## src/rtl/hack_sys_sequencer_pkg.sv

```systemverilog
// Shared types, defaults and command-priority helper for the HACK system sequencer.
package hack_seq_pkg;

    localparam int unsigned DEF_ADDR_W = 15;
    localparam int unsigned DEF_DATA_W = 16;

    typedef enum logic [2:0] {
        ST_IDLE  = 3'd0,
        ST_LOAD  = 3'd1,
        ST_CLEAR = 3'd2,
        ST_RUN   = 3'd3,
        ST_HALT  = 3'd4
    } state_t;

    // Decoded command after same-cycle arbitration; halt > clear > load > run.
    typedef enum logic [2:0] {
        CMD_NONE  = 3'd0,
        CMD_HALT  = 3'd1,
        CMD_CLEAR = 3'd2,
        CMD_LOAD  = 3'd3,
        CMD_RUN   = 3'd4
    } cmd_t;

    function automatic cmd_t pick_cmd(input logic halt, input logic clear,
                                      input logic load, input logic run);
        if (halt)  return CMD_HALT;
        if (clear) return CMD_CLEAR;
        if (load)  return CMD_LOAD;
        if (run)   return CMD_RUN;
        return CMD_NONE;
    endfunction

endpackage

```

## src/rtl/hack_sys_sequencer_if.sv

```systemverilog
// Host load stream plus instruction/data memory write ports of the HACK sequencer.
interface hack_sys_sequencer_if
    import hack_seq_pkg::*;
#(
    parameter int unsigned ADDR_W = DEF_ADDR_W,
    parameter int unsigned DATA_W = DEF_DATA_W
);
    logic              ld_valid;
    logic [DATA_W-1:0] ld_data;
    logic              ld_last;
    logic              ld_ready;
    logic              imem_wren;
    logic [ADDR_W-1:0] imem_addr;
    logic [DATA_W-1:0] imem_wdata;
    logic              dmem_wren;
    logic [ADDR_W-1:0] dmem_addr;

    modport master (
        output ld_valid, ld_data, ld_last,
        input  ld_ready, imem_wren, imem_addr, imem_wdata, dmem_wren, dmem_addr
    );

    modport slave (
        input  ld_valid, ld_data, ld_last,
        output ld_ready, imem_wren, imem_addr, imem_wdata, dmem_wren, dmem_addr
    );
endinterface

```

## src/rtl/hack_sys_sequencer_ce_gen.sv

```systemverilog
// CPU clock-enable prescaler: one ce pulse every CPU_DIV enabled cycles, restartable.
module hack_ce_gen #(
    parameter int unsigned CPU_DIV = 2
) (
    input  logic clock,
    input  logic reset,
    input  logic enable,
    input  logic restart,
    output logic ce
);
    localparam int unsigned CW = (CPU_DIV > 1) ? $clog2(CPU_DIV) : 1;
    localparam logic [CW-1:0] LAST = CW'(CPU_DIV - 1);

    logic [CW-1:0] cnt_q;

    always_ff @(posedge clock or posedge reset) begin
        if (reset) begin
            cnt_q <= '0;
        end else if (restart) begin
            cnt_q <= '0;
        end else if (enable) begin
            cnt_q <= (cnt_q == LAST) ? '0 : cnt_q + CW'(1);
        end
    end

    assign ce = enable && (cnt_q == LAST);
endmodule

```

## src/rtl/hack_sys_sequencer.sv

```systemverilog
// HACK system sequencer: program load, data-memory clear, CPU run/halt control.
// Optional HACK_CYCLE_CNT_EN adds the run_cycles port counting cpu_ce pulses.
module hack_sys_sequencer
    import hack_seq_pkg::*;
#(
    parameter int unsigned ADDR_W    = DEF_ADDR_W,
    parameter int unsigned DATA_W    = DEF_DATA_W,
    parameter int unsigned CLR_DEPTH = 32768,
    parameter int unsigned CPU_DIV   = 2
) (
    input  logic                clock,
    input  logic                reset,
    input  logic                cmd_load,
    input  logic                cmd_clear,
    input  logic                cmd_run,
    input  logic                cmd_halt,
    hack_sys_sequencer_if.slave bus,
    output logic                cpu_rst,
    output logic                cpu_ce,
    output logic [2:0]          state,
    output logic                busy,
    output logic                load_err,
    output logic [ADDR_W:0]     load_count
`ifdef HACK_CYCLE_CNT_EN
    ,
    output logic [31:0]         run_cycles
`endif
);
    localparam logic [ADDR_W-1:0] ADDR_MAX  = '1;
    localparam logic [ADDR_W:0]   LCNT_MAX  = {1'b1, {ADDR_W{1'b0}}};
    localparam logic [ADDR_W-1:0] CLR_LAST  = ADDR_W'(CLR_DEPTH - 1);

    state_t            state_q, state_n;
    cmd_t              cmd;
    logic              hs;
    logic              load_entry;
    logic              run_entry;
    logic [ADDR_W-1:0] addr_q;
    logic [ADDR_W-1:0] clr_q;
    logic              imem_wren_q;
    logic [ADDR_W-1:0] imem_addr_q;
    logic [DATA_W-1:0] imem_wdata_q;

    always_ff @(posedge clock or posedge reset) begin
        if (reset) state_q <= ST_IDLE;
        else       state_q <= state_n;
    end

    always_comb begin
        cmd     = pick_cmd(cmd_halt, cmd_clear, cmd_load, cmd_run);
        hs      = bus.ld_valid && (state_q == ST_LOAD);
        state_n = state_q;
        case (state_q)
            ST_IDLE, ST_HALT: begin
                // A halt in IDLE/HALT does nothing itself but still outranks the others.
                case (cmd)
                    CMD_CLEAR: state_n = ST_CLEAR;
                    CMD_LOAD:  state_n = ST_LOAD;
                    CMD_RUN:   state_n = ST_RUN;
                    default:   state_n = state_q;
                endcase
            end
            ST_LOAD: begin
                if (cmd == CMD_HALT)
                    state_n = ST_IDLE;
                else if (hs && (bus.ld_last || addr_q == ADDR_MAX))
                    state_n = ST_IDLE;
            end
            ST_CLEAR: begin
                if (cmd == CMD_HALT || clr_q == CLR_LAST)
                    state_n = ST_IDLE;
            end
            ST_RUN: begin
                if (cmd == CMD_HALT)
                    state_n = ST_HALT;
            end
            default: state_n = ST_IDLE;
        endcase
        load_entry = (state_n == ST_LOAD) && (state_q != ST_LOAD);
        run_entry  = (state_n == ST_RUN)  && (state_q != ST_RUN);
    end

    always_ff @(posedge clock or posedge reset) begin
        if (reset) begin
            addr_q       <= '0;
            clr_q        <= '0;
            load_count   <= '0;
            load_err     <= 1'b0;
            imem_wren_q  <= 1'b0;
            imem_addr_q  <= '0;
            imem_wdata_q <= '0;
        end else begin
            imem_wren_q <= 1'b0;
            if (load_entry) begin
                addr_q     <= '0;
                load_count <= '0;
                load_err   <= 1'b0;
            end else if (hs) begin
                imem_wren_q  <= 1'b1;
                imem_addr_q  <= addr_q;
                imem_wdata_q <= bus.ld_data;
                addr_q       <= addr_q + ADDR_W'(1);
                if (load_count != LCNT_MAX)
                    load_count <= load_count + (ADDR_W+1)'(1);
                if (addr_q == ADDR_MAX && !bus.ld_last)
                    load_err <= 1'b1;
            end
            clr_q <= (state_q == ST_CLEAR && state_n == ST_CLEAR) ? clr_q + ADDR_W'(1) : '0;
        end
    end

    hack_ce_gen #(.CPU_DIV(CPU_DIV)) u_ce_gen (
        .clock   (clock),
        .reset   (reset),
        .enable  (state_q == ST_RUN),
        .restart (run_entry),
        .ce      (cpu_ce)
    );

`ifdef HACK_CYCLE_CNT_EN
    always_ff @(posedge clock or posedge reset) begin
        if (reset)           run_cycles <= '0;
        else if (load_entry) run_cycles <= '0;
        else if (cpu_ce)     run_cycles <= run_cycles + 32'd1;
    end
`endif

    assign state          = state_q;
    assign busy           = (state_q == ST_LOAD) || (state_q == ST_CLEAR);
    assign cpu_rst        = !((state_q == ST_RUN) || (state_q == ST_HALT));
    assign bus.ld_ready   = (state_q == ST_LOAD);
    assign bus.imem_wren  = imem_wren_q;
    assign bus.imem_addr  = imem_addr_q;
    assign bus.imem_wdata = imem_wdata_q;
    assign bus.dmem_wren  = (state_q == ST_CLEAR);
    assign bus.dmem_addr  = clr_q;
endmodule

```

## src/flat_wrapper.sv

```systemverilog
// flat-port wrapper written by rule: the top's interface ports become plain ports
module hack_sys_sequencer_flat import hack_seq_pkg::*;
#(
    parameter int unsigned ADDR_W    = DEF_ADDR_W,
    parameter int unsigned DATA_W    = DEF_DATA_W,
    parameter int unsigned CLR_DEPTH = 32768,
    parameter int unsigned CPU_DIV   = 2
)
  (clock, reset, cmd_load, cmd_clear, cmd_run, cmd_halt, cpu_rst, cpu_ce, state, busy, load_err, load_count, bus_ld_valid, bus_ld_data, bus_ld_last, bus_ld_ready, bus_imem_wren, bus_imem_addr, bus_imem_wdata, bus_dmem_wren, bus_dmem_addr);
  hack_sys_sequencer_if #(.ADDR_W(ADDR_W), .DATA_W(DATA_W)) bus_i ();
  input  logic clock;
  input  logic reset;
  input  logic cmd_load;
  input  logic cmd_clear;
  input  logic cmd_run;
  input  logic cmd_halt;
  output logic cpu_rst;
  output logic cpu_ce;
  output logic [2:0] state;
  output logic busy;
  output logic load_err;
  output logic [ADDR_W:0] load_count;
  input wire logic [$bits(bus_i.ld_valid)-1:0] bus_ld_valid;
  input wire logic [$bits(bus_i.ld_data)-1:0] bus_ld_data;
  input wire logic [$bits(bus_i.ld_last)-1:0] bus_ld_last;
  output wire logic [$bits(bus_i.ld_ready)-1:0] bus_ld_ready;
  output wire logic [$bits(bus_i.imem_wren)-1:0] bus_imem_wren;
  output wire logic [$bits(bus_i.imem_addr)-1:0] bus_imem_addr;
  output wire logic [$bits(bus_i.imem_wdata)-1:0] bus_imem_wdata;
  output wire logic [$bits(bus_i.dmem_wren)-1:0] bus_dmem_wren;
  output wire logic [$bits(bus_i.dmem_addr)-1:0] bus_dmem_addr;
  assign bus_i.ld_valid = bus_ld_valid;
  assign bus_i.ld_data = bus_ld_data;
  assign bus_i.ld_last = bus_ld_last;
  assign bus_ld_ready = bus_i.ld_ready;
  assign bus_imem_wren = bus_i.imem_wren;
  assign bus_imem_addr = bus_i.imem_addr;
  assign bus_imem_wdata = bus_i.imem_wdata;
  assign bus_dmem_wren = bus_i.dmem_wren;
  assign bus_dmem_addr = bus_i.dmem_addr;
  hack_sys_sequencer #(.ADDR_W(ADDR_W), .DATA_W(DATA_W), .CLR_DEPTH(CLR_DEPTH), .CPU_DIV(CPU_DIV)) u_core (.clock(clock), .reset(reset), .cmd_load(cmd_load), .cmd_clear(cmd_clear), .cmd_run(cmd_run), .cmd_halt(cmd_halt), .bus(bus_i), .cpu_rst(cpu_rst), .cpu_ce(cpu_ce), .state(state), .busy(busy), .load_err(load_err), .load_count(load_count));
endmodule
```

## config.mk

```make
export PLATFORM = sky130hd
export DESIGN_NAME = hack_sys_sequencer_flat
export DESIGN_NICKNAME = d
export VERILOG_FILES = /design/src/rtl/hack_sys_sequencer_pkg.sv /design/src/rtl/hack_sys_sequencer_if.sv /design/src/rtl/hack_sys_sequencer_ce_gen.sv /design/src/rtl/hack_sys_sequencer.sv /design/src/flat_wrapper.sv
export SDC_FILE = /design/constraint.sdc
export NUM_CORES = 1
export LEC_CHECK = 0
export CORE_ASPECT_RATIO = 0.8
export CORE_UTILIZATION = 49
export DETAILED_ROUTE_END_ITERATION = 8
export PLACE_DENSITY_LB_ADDON = 0.2
export SLEW_MARGIN = 0
export SYNTH_ARGS = -nofsm -noshare
export SYNTH_HDL_FRONTEND = slang
export SYNTH_SLANG_ARGS = --single-unit
export TNS_END_PERCENT = 50
```

## constraint.sdc

```tcl
create_clock -name clock -period 3.2 [get_ports clock]
set_clock_uncertainty 0.15 [all_clocks]
set_input_delay 0.64 -clock clock [delete_from_list [all_inputs] [get_ports clock]]
set_output_delay 0.64 -clock clock [all_outputs]
set_load 0.03 [all_outputs]
```

==> out/metrics.yaml, run 1 <==
status: "completed"
min-delay-path-class: "reg -> reg"
area_delta_synth_final_pct: 33.9
fin_area_sq_um: 5190
vias_per_cell: 5.06
n_antenna_cell: 0
nFillCells: 620
cts_hold_buf: 0
report.final.hold_viol_count: 0
drive_above_1_share_pct: 7.39
fmax_ghz: 0.348
crit_buf_inv: 1
post_synth.cell_area_avg_sq_um: 9.39
drv_slew: 0
setup_slack_ns: 0.326
cts_tree: "yes"
post_cts_buffers: 0
grt_pass1_vias: 3144
r2r_cells: 7
tightest_slew_ns: 0.644
min_path_cells: 2
wire_per_inst_um: 13.9
dp_worst_setup_slack_ns: 0.535
power.density_nw_per_um2: 622
grt_pass1_wl_um: 14600
std_cell_rows: 28
die_y_um: 81.6
initialDrtViolationCount: 154
cts_htree_levels: 3
overflow: 0
ys.flop_type: "dfrtp_1"
path_max_fanout: 8
fin_crit_sh_pct: 89.8
cts_made_buffers: 9
finalNonFillerCells: 619
rsz0062_at_grt: "false"
gp_congestion: 0.818
leakage_nw: 2.33
critical_path_required_ns: 2.41
setup_violations: 0
crit_type: "reg -> out"
firstDrtPassIters: 4
syn_area_sq_um: 3880
track_usage_pct: 22.9
multiInputGateArea_sq_um: 1680
synth_largest_area_cell: "dfrtp_1"
final_antenna_net_count: 0
portBuffers: 95
critPathMaxStageDelay_ns: 0.67
min_period_ns: 2.87
synth.net_count: 441
post_cts_resized: 0
numClockSinks: 83
max_slew_margin_pct: 57.0
yosysWarningCount: 0
io_pins: 96
synth-seq-cells: 83
coreArea_sq_um: 7530
path_depth: 3
dpl.hpwl_um: 5830
vias: 3135
cpLargestDelayFamily: "buffers and inverters"
grt_max_degree: 49
die_x_um: 101
crit_chain: "nor2b_1 > and3_1 > clkdlybuf4s50_1"
insertion_delay_ns: 0.34
ys_types: 43
synth_edf_count: 0
arrival_ns: 2.08
synthTopCellsByArea: "dfrtp_1 54%, nand2_1 11%, nor2_1 6.1%, xnor2_1 4.7%, xor2_1 4.3%"
antenna_found_initial: 0
maxCapViolations: 0
cp-start-kind: "flip-flop"
drt-total-wl_um: 8610
clkSlewWorstSetupHoldPaths_ns: 0.08
dp.cells: 604
remaining_drc_errors: 0
totalNegativeSetupSlack_ns: 0
seq_area_frac_synth_pct: 53.6
vdd_drop_max_v: 0.000474
hold_slack_ns: 0.329
cts_root_buf: "clkbuf_8"
cp_slowest_cell: "clkdlybuf4s50_1"
worstSetupEndpointType: "primary output"
synthArstFlopShare_pct: 100
design.die.area_sq_um: 8280
placed_area_sq_um: 4930
regArea_sq_um: 2080
finalNetCount: 538
synth_top_area_share_pct: 53.6
cts_buffer_depth: 2
initial_core_util_pct: 51.5
synthesis.instances: 413
## stage by stage
step                      power (mW)  util, %
after floorplan                 1.87        -
after global placement          2.25     65.5
after detailed placement        2.27     65.5
after CTS                       3.27     69.0
after global routing            3.40     69.0
final                           3.23     69.0
## worst paths after layout
kind,start,to,slack [ns]
worst max-delay path,u_core.state[0],cpu_ce,0.33
min in group asynchronous,reset,u_core.bus.dmem_addr[0],0.53
worst min-delay path,u_core.bus.imem_wdata[10],u_core.bus.imem_wdata[10],0.33
worst min register to register,u_core.bus.imem_wdata[10],u_core.bus.imem_wdata[10],0.33
worst max register to register,u_core.bus.dmem_addr[0],u_core.load_count[3],0.99
max in group asynchronous,reset,u_core.bus.imem_addr[14],1.70
## cell usage in the layout, fill, tap and decap left out, drive strengths merged, types with 2 or more instances in the layout
cell type      instances
and2                   2
nand4                 14
nor4                   7
nor4b                  2
a21oi                  9
or2                    4
clkdlybuf4s50         95
xnor2                 21
xor2                  19
ha                     4
and4                   5
clkinv                 2
nor2                  64
clkbuf                10
nand2                114
nor3b                  3
nor3                   3
inv                    8
dfrtp                 83
nand3                 15
o211ai                 2
and3                   2
nor2b                  2
o21ai                  5
or3                    2
buf                    5
bufinv                 4
nand2b                 3
## layer usage
metal,GRT usage (%),share of wire (%)
met5,0,0
met4,5.65,0.81
met3,6.38,5.8
met2,37.1,45
met1,30.9,48
## synth_stat cells, types with 2 or more instances
cell type / instances
nand2_1: 113
nor4_1: 4
and4_1: 5
buf_2: 5
or2_2: 4
and2_1: 2
nand2b_1: 3
nor2b_1: 2
nor3_1: 3
or3_1: 2
o21ai_0: 5
nand4_1: 13
and3_1: 2
dfrtp_1: 83
nor2_1: 63
ha_1: 4
nor4_2: 2
xnor2_1: 21
buf_6: 3
a21oi_1: 8
nand3_1: 14
nor3b_1: 2
clkbuf_1: 5
xor2_1: 19
inv_1: 8
## registers in the layout, indices dropped and copies added, names as in the netlist
| name | flops |
|---|---|
| u_core.bus.imem_wdata | 16 |
| u_core.load_count | 16 |
| u_core.addr_q | 15 |
| u_core.bus.dmem_addr | 15 |
| u_core.bus.imem_addr | 15 |
| u_core.state | 3 |
| u_core.bus.imem_wren | 1 |
| u_core.load_err | 1 |
| u_core.u_ce_gen.cnt_q | 1 |
## logic make-up (layout without fill, tap and decap cells)
logic type	count (synthesis)	in the layout	share of synthesized area (%)
adders and majority gates	4	4	1.29
DFF	83	83	53.6
buffers and inverters	23	124	3.13
and+or+nand+nor	243	243	29.5
AOI/OAI and AO/OA	19	19	3.26
xor gates and xnor gates	40	40	9.04
muxes	1	1	0.258
## where the power goes
part           switching [mW]  leakage [nW]  total (mW)  internal [mW]
Sequential              0.119          1.13        1.32           1.20
Clock                   0.363         0.132       0.976          0.613
Combinational           0.549          1.07       0.930          0.380
Total                    1.03          2.33        3.23           2.20
## worst register-to-register path, delay by kind of cell, from the launching register on
kind                     cells  cell delay, ns
flip-flops                   1            0.41
adder cells (fa/ha/maj)      1            0.22
buffers and inverters        1            0.34
AO/OA/AOI/OAI                2            0.37
AND/OR/NAND/NOR              3            0.59
## layout make-up
class | instances | share of cell area, %
well taps | 105 | 2.53
clock inverters | 5 | 2.41
clock buffers | 10 | 2.65
inverters | 9 | 0.723
multi-input cells | 307 | 32.4
flip-flops and latches | 83 | 40.0
repair buffers | 100 | 19.3
Power figures use the tool's default switching activity.
==> run 2: changes to the inputs <==
--- a/config.mk
+++ b/config.mk
@@ -6,7 +6,7 @@
 export NUM_CORES = 1
 export LEC_CHECK = 0
 export CORE_ASPECT_RATIO = 0.8
-export CORE_UTILIZATION = 49
+export CORE_UTILIZATION = 25
 export DETAILED_ROUTE_END_ITERATION = 8
 export PLACE_DENSITY_LB_ADDON = 0.2
 export SLEW_MARGIN = 0
==> run 2 against run 1 <==
  * Utilization is 33 points lower
  * Die area is 94% higher
  * Register-to-register slack worse by 0.04 ns
  * Combinational power is 1% lower
  * First-iteration DRC count is 21% lower
  * Count of clock-buffer cells in the layout is 1 lower
  * Largest power group unchanged
  * Clock power is 7% higher
==> out/metrics.yaml, run 2 (same netlist as run 1, synthesis figures left out) <==
path_max_fanout: 14
min_path_cells: 2
dpl.hpwl_um: 6600
std_cell_rows: 40
report.final.hold_viol_count: 0
critical_path_required_ns: 2.41
nFillCells: 1568
cts_root_buf: "clkbuf_16"
grt_pass1_vias: 3081
insertion_delay_ns: 0.34
final_common_cell: "nand2_1"
crit_type: "reg -> out"
firstDrtPassIters: 4
coreArea_sq_um: 15100
final_cell_mix: "113 x nand2_1, 95 x clkdlybuf4s50_1, 83 x dfrtp_1"
design.die.area_sq_um: 16000
final_util_pct: 35.5
hold_slack_ns: 0.325
post_cts_buffers: 0
drv_slew: 0
track_usage_pct: 12.5
setup_violations: 0
cts_htree_levels: 3
max_slew_margin_pct: 63.4
vias_per_cell: 4.29
grt_pass1_wl_um: 15800
overflow: 0
min_period_ns: 2.91
drive_above_1_share_pct: 7.57
status: "completed"
grt_max_degree: 43
min-delay-path-class: "reg -> reg"
placed_area_sq_um: 5050
io_pins: 96
fmax_ghz: 0.344
cts_tree: "yes"
cp-start-kind: "flip-flop"
numClockSinks: 83
vdd_drop_max_v: 0.000447
regArea_sq_um: 2080
cts_buffer_depth: 2
reg2reg_slack_ns: 0.95
die_y_um: 113
cts_hold_buf: 0
tightest_slew_ns: 0.548
vias: 3113
gp_congestion: 0.773
cts_made_buffers: 9
fin_crit_sh_pct: 90.8
n_antenna_cell: 0
portBuffers: 95
fin_area_sq_um: 5350
finalNetCount: 538
rsz0062_at_grt: "false"
die_x_um: 141
area_delta_synth_final_pct: 38.0
clkSlewWorstSetupHoldPaths_ns: 0.06
power.density_nw_per_um2: 615
multiInputGateArea_sq_um: 1680
leakage_nw: 2.33
totalNegativeSetupSlack_ns: 0
antenna_found_initial: 0
r2r_cells: 6
drt-total-wl_um: 9360
remaining_drc_errors: 0
initialDrtViolationCount: 121
wire_per_inst_um: 12.9
post_cts_resized: 0
maxCapViolations: 0
initial_core_util_pct: 25.7
arrival_ns: 2.12
worstSetupEndpointType: "primary output"
final_antenna_net_count: 0
[run 2: final timing paths]
kind                                           from                  endpoint
setup / recovery                    u_core.state[1]                   cpu_rst
hold / removal             u_core.bus.imem_wdata[2]  u_core.bus.imem_wdata[2]
setup reg to reg                    u_core.state[1]     u_core.load_count[15]
hold reg to reg            u_core.bus.imem_wdata[2]  u_core.bus.imem_wdata[2]
max in group asynchronous                     reset   u_core.bus.imem_addr[7]
min in group asynchronous                     reset     u_core.load_count[12]
[run 2: cell type report]
cell class	instances	area share, %
Sequential cell	83	38.8
Multi-Input combinational cell	307	31.5
Timing Repair Buffer	100	18.5
Tap cell	210	4.91
Clock buffer	9	4.21
Clock inverter	7	1.43
Inverter	9	0.701
[run 2: per-layer routing]
metal	global-route usage (%)	routed length, um	up-vias	part of all wire [%]
li1	-	-	1544	-
met3	3.19	429	8	4.6
met2	19.3	4120	70	44
met4	4.13	113	0	1.2
met1	17.1	4700	1491	50
met5	0	0	-	0
[run 2: critical path: stages (launching register included)]
cell and delay (ns):
dfrtp_1 0.62, nor2_1 0.11, and2_1 0.19, a21oi_1 0.15
clkdlybuf4s50_1 0.72
[run 2: per-stage QoR]
step / total power [mW] / worst slack, ns / std cells
after detailed placement: 2.28 / 0.505 / 709
after floorplan: 1.87 / 0.273 / 413
after global routing: 3.47 / 0.200 / 725
after global placement: 2.27 / 0.628 / 709
after CTS: 3.35 / 0.281 / 725
final: 3.29 / 0.293 / 725
[run 2: power by group]
group          total (mW)  switching, mW  internal (mW)  leakage, nW
sequential           1.33          0.128           1.21         1.13
clock                1.04          0.431          0.610        0.142
combinational       0.918          0.541          0.378         1.06
total                3.29           1.10           2.19         2.33
==> run 3: changes to the inputs <==
--- a/config.mk
+++ b/config.mk
@@ -8,7 +8,7 @@
 export CORE_ASPECT_RATIO = 0.8
 export CORE_UTILIZATION = 25
 export DETAILED_ROUTE_END_ITERATION = 8
-export PLACE_DENSITY_LB_ADDON = 0.2
+export PLACE_DENSITY_LB_ADDON = 0.05
 export SLEW_MARGIN = 0
 export SYNTH_ARGS = -nofsm -noshare
 export SYNTH_HDL_FRONTEND = slang
==> run 3 against run 2 <==
  * Hold slack better by 0.0022 ns
  * Cell count unchanged
  * Die area unchanged
  * Critical endpoint unchanged
  * Largest power group unchanged
==> out/metrics.yaml, run 3 (same netlist as run 1, synthesis figures left out) <==
status: "completed"
vias: 3058
coreArea_sq_um: 15100
path_max_fanout: 14
drv_slew: 0
wl_met1_um: 5090
initial_core_util_pct: 25.7
combPwrFrac_pct: 28.3
power.density_nw_per_um2: 608
dpl.hpwl_um: 6710
min_period_ns: 2.93
fin_crit_sh_pct: 91.5
min_path_cells: 2
cts_hold_buf: 0
clkSlewWorstSetupHoldPaths_ns: 0.06
initialDrtViolationCount: 142
final_common_cell: "nand2_1"
wire_per_inst_um: 13.5
max_slew_margin_pct: 72.3
rsz0062_at_grt: "false"
cts_root_buf: "clkbuf_16"
min_to: "u_core.bus.imem_addr[8]"
leakage_nw: 2.33
p_int_mw: 2.15
vdd_drop_max_v: 0.000294
wl_met3_um: 594
cts_buffer_depth: 2
nFillCells: 1563
numClockSinks: 83
drive_above_1_share_pct: 7.57
min-delay-path-class: "reg -> reg"
cp-start-kind: "flip-flop"
firstDrtPassIters: 5
setup_violations: 0
rr_endpoint: "u_core.load_count[15]"
seqPwrFrac_pct: 40.9
dr_wl_met2_um: 3960
final_util_pct: 35.5
power_frac_clock_pct: 30.8
grt_pass1_wl_um: 16100
report.final.hold_viol_count: 0
totalNegativeSetupSlack_ns: 0
totalPowerFinal_mw: 3.25
post_cts_buffers: 0
p_sw_mw: 1.10
r2r_start: "u_core.state[1]"
vias_per_cell: 4.22
fin_area_sq_um: 5350
critical_path_required_ns: 2.41
r2r_cells: 6
grt_pass1_vias: 3017
track_usage_pct: 13.1
io_pins: 96
die_x_um: 141
min_from: "u_core.bus.imem_addr[8]"
cts_made_buffers: 9
area_delta_synth_final_pct: 38.0
p_sw_share_pct: 33.9
cts_tree: "yes"
n_antenna_cell: 0
std_cell_rows: 40
antenna_found_initial: 0
maxCapViolations: 0
arrival_ns: 2.14
insertion_delay_ns: 0.34
overflow: 0
highest_layer: "met4"
die_y_um: 113
crit_type: "reg -> out"
post_cts_resized: 0
gp_congestion: 0.746
grt_max_degree: 42
placed_area_sq_um: 5060
final_cell_mix: "113 x nand2_1, 95 x clkdlybuf4s50_1, 83 x dfrtp_1"
finalNetCount: 538
design.die.area_sq_um: 16000
tightest_slew_ns: 0.410
reg2reg_slack_ns: 0.92
drt-total-wl_um: 9760
hold_slack_ns: 0.327
portBuffers: 95
final_antenna_net_count: 0
fmax_ghz: 0.342
worstSetupEndpointType: "primary output"
remaining_drc_errors: 0
cts_htree_levels: 3
run 3: per-layer routing:
metal / vias up / track usage (%)
met2: 90 / 18.3
met1: 1415 / 18.8
met3: 8 / 4.41
met5: - / 0
met4: 0 / 4.35
li1: 1545 / -
run 3: worst max path at each step:
stage / startpoint / end / cells past startpoint
floorplan: reset / u_core.addr_q[0] / 1
CTS: u_core.state[1] / cpu_rst / 4
global placement: bus_ld_valid / u_core.load_count[15] / 7
global route: u_core.state[1] / cpu_rst / 4
detailed placement: bus_ld_valid / u_core.load_count[15] / 7
finish: u_core.state[1] / cpu_rst / 4
run 3: worst max-delay path, cell delays in order (launching register included):
cell	delay, ns
dfrtp_1	0.60
nor2_1	0.10
and2_1	0.18
a21oi_1	0.19
clkdlybuf4s50_1	0.71
run 3: power by group through the flow:
stage	Combinational, mW	Sequential (mW)	Clock (mW)
2_1_floorplan	0.275	1.60	0
3_3_place_gp	0.929	1.35	0
3_5_place_dp	0.938	1.34	0
4_1_cts	0.936	1.33	1.05
5_1_grt	0.997	1.36	1.09
6_report	0.921	1.33	1.00
run 3: layout make-up:
class                   instances  area, sq um  area share, %
clock inverters                 5         37.5          0.701
clock buffers                  11          253           4.72
repair buffers                100         1000           18.7
inverters                       9         37.5          0.701
flip-flops and latches         83         2080           38.8
multi-input cells             307         1680           31.5
well taps                     210          263           4.91
run 3: stage by stage:
| stage | cells | setup WS [ns] |
|---|---|---|
| after global placement | 709 | 0.474 |
| after global routing | 725 | 0.0905 |
| after CTS | 725 | 0.256 |
| after detailed placement | 709 | 0.450 |
| final | 725 | 0.273 |
| after floorplan | 413 | 0.273 |
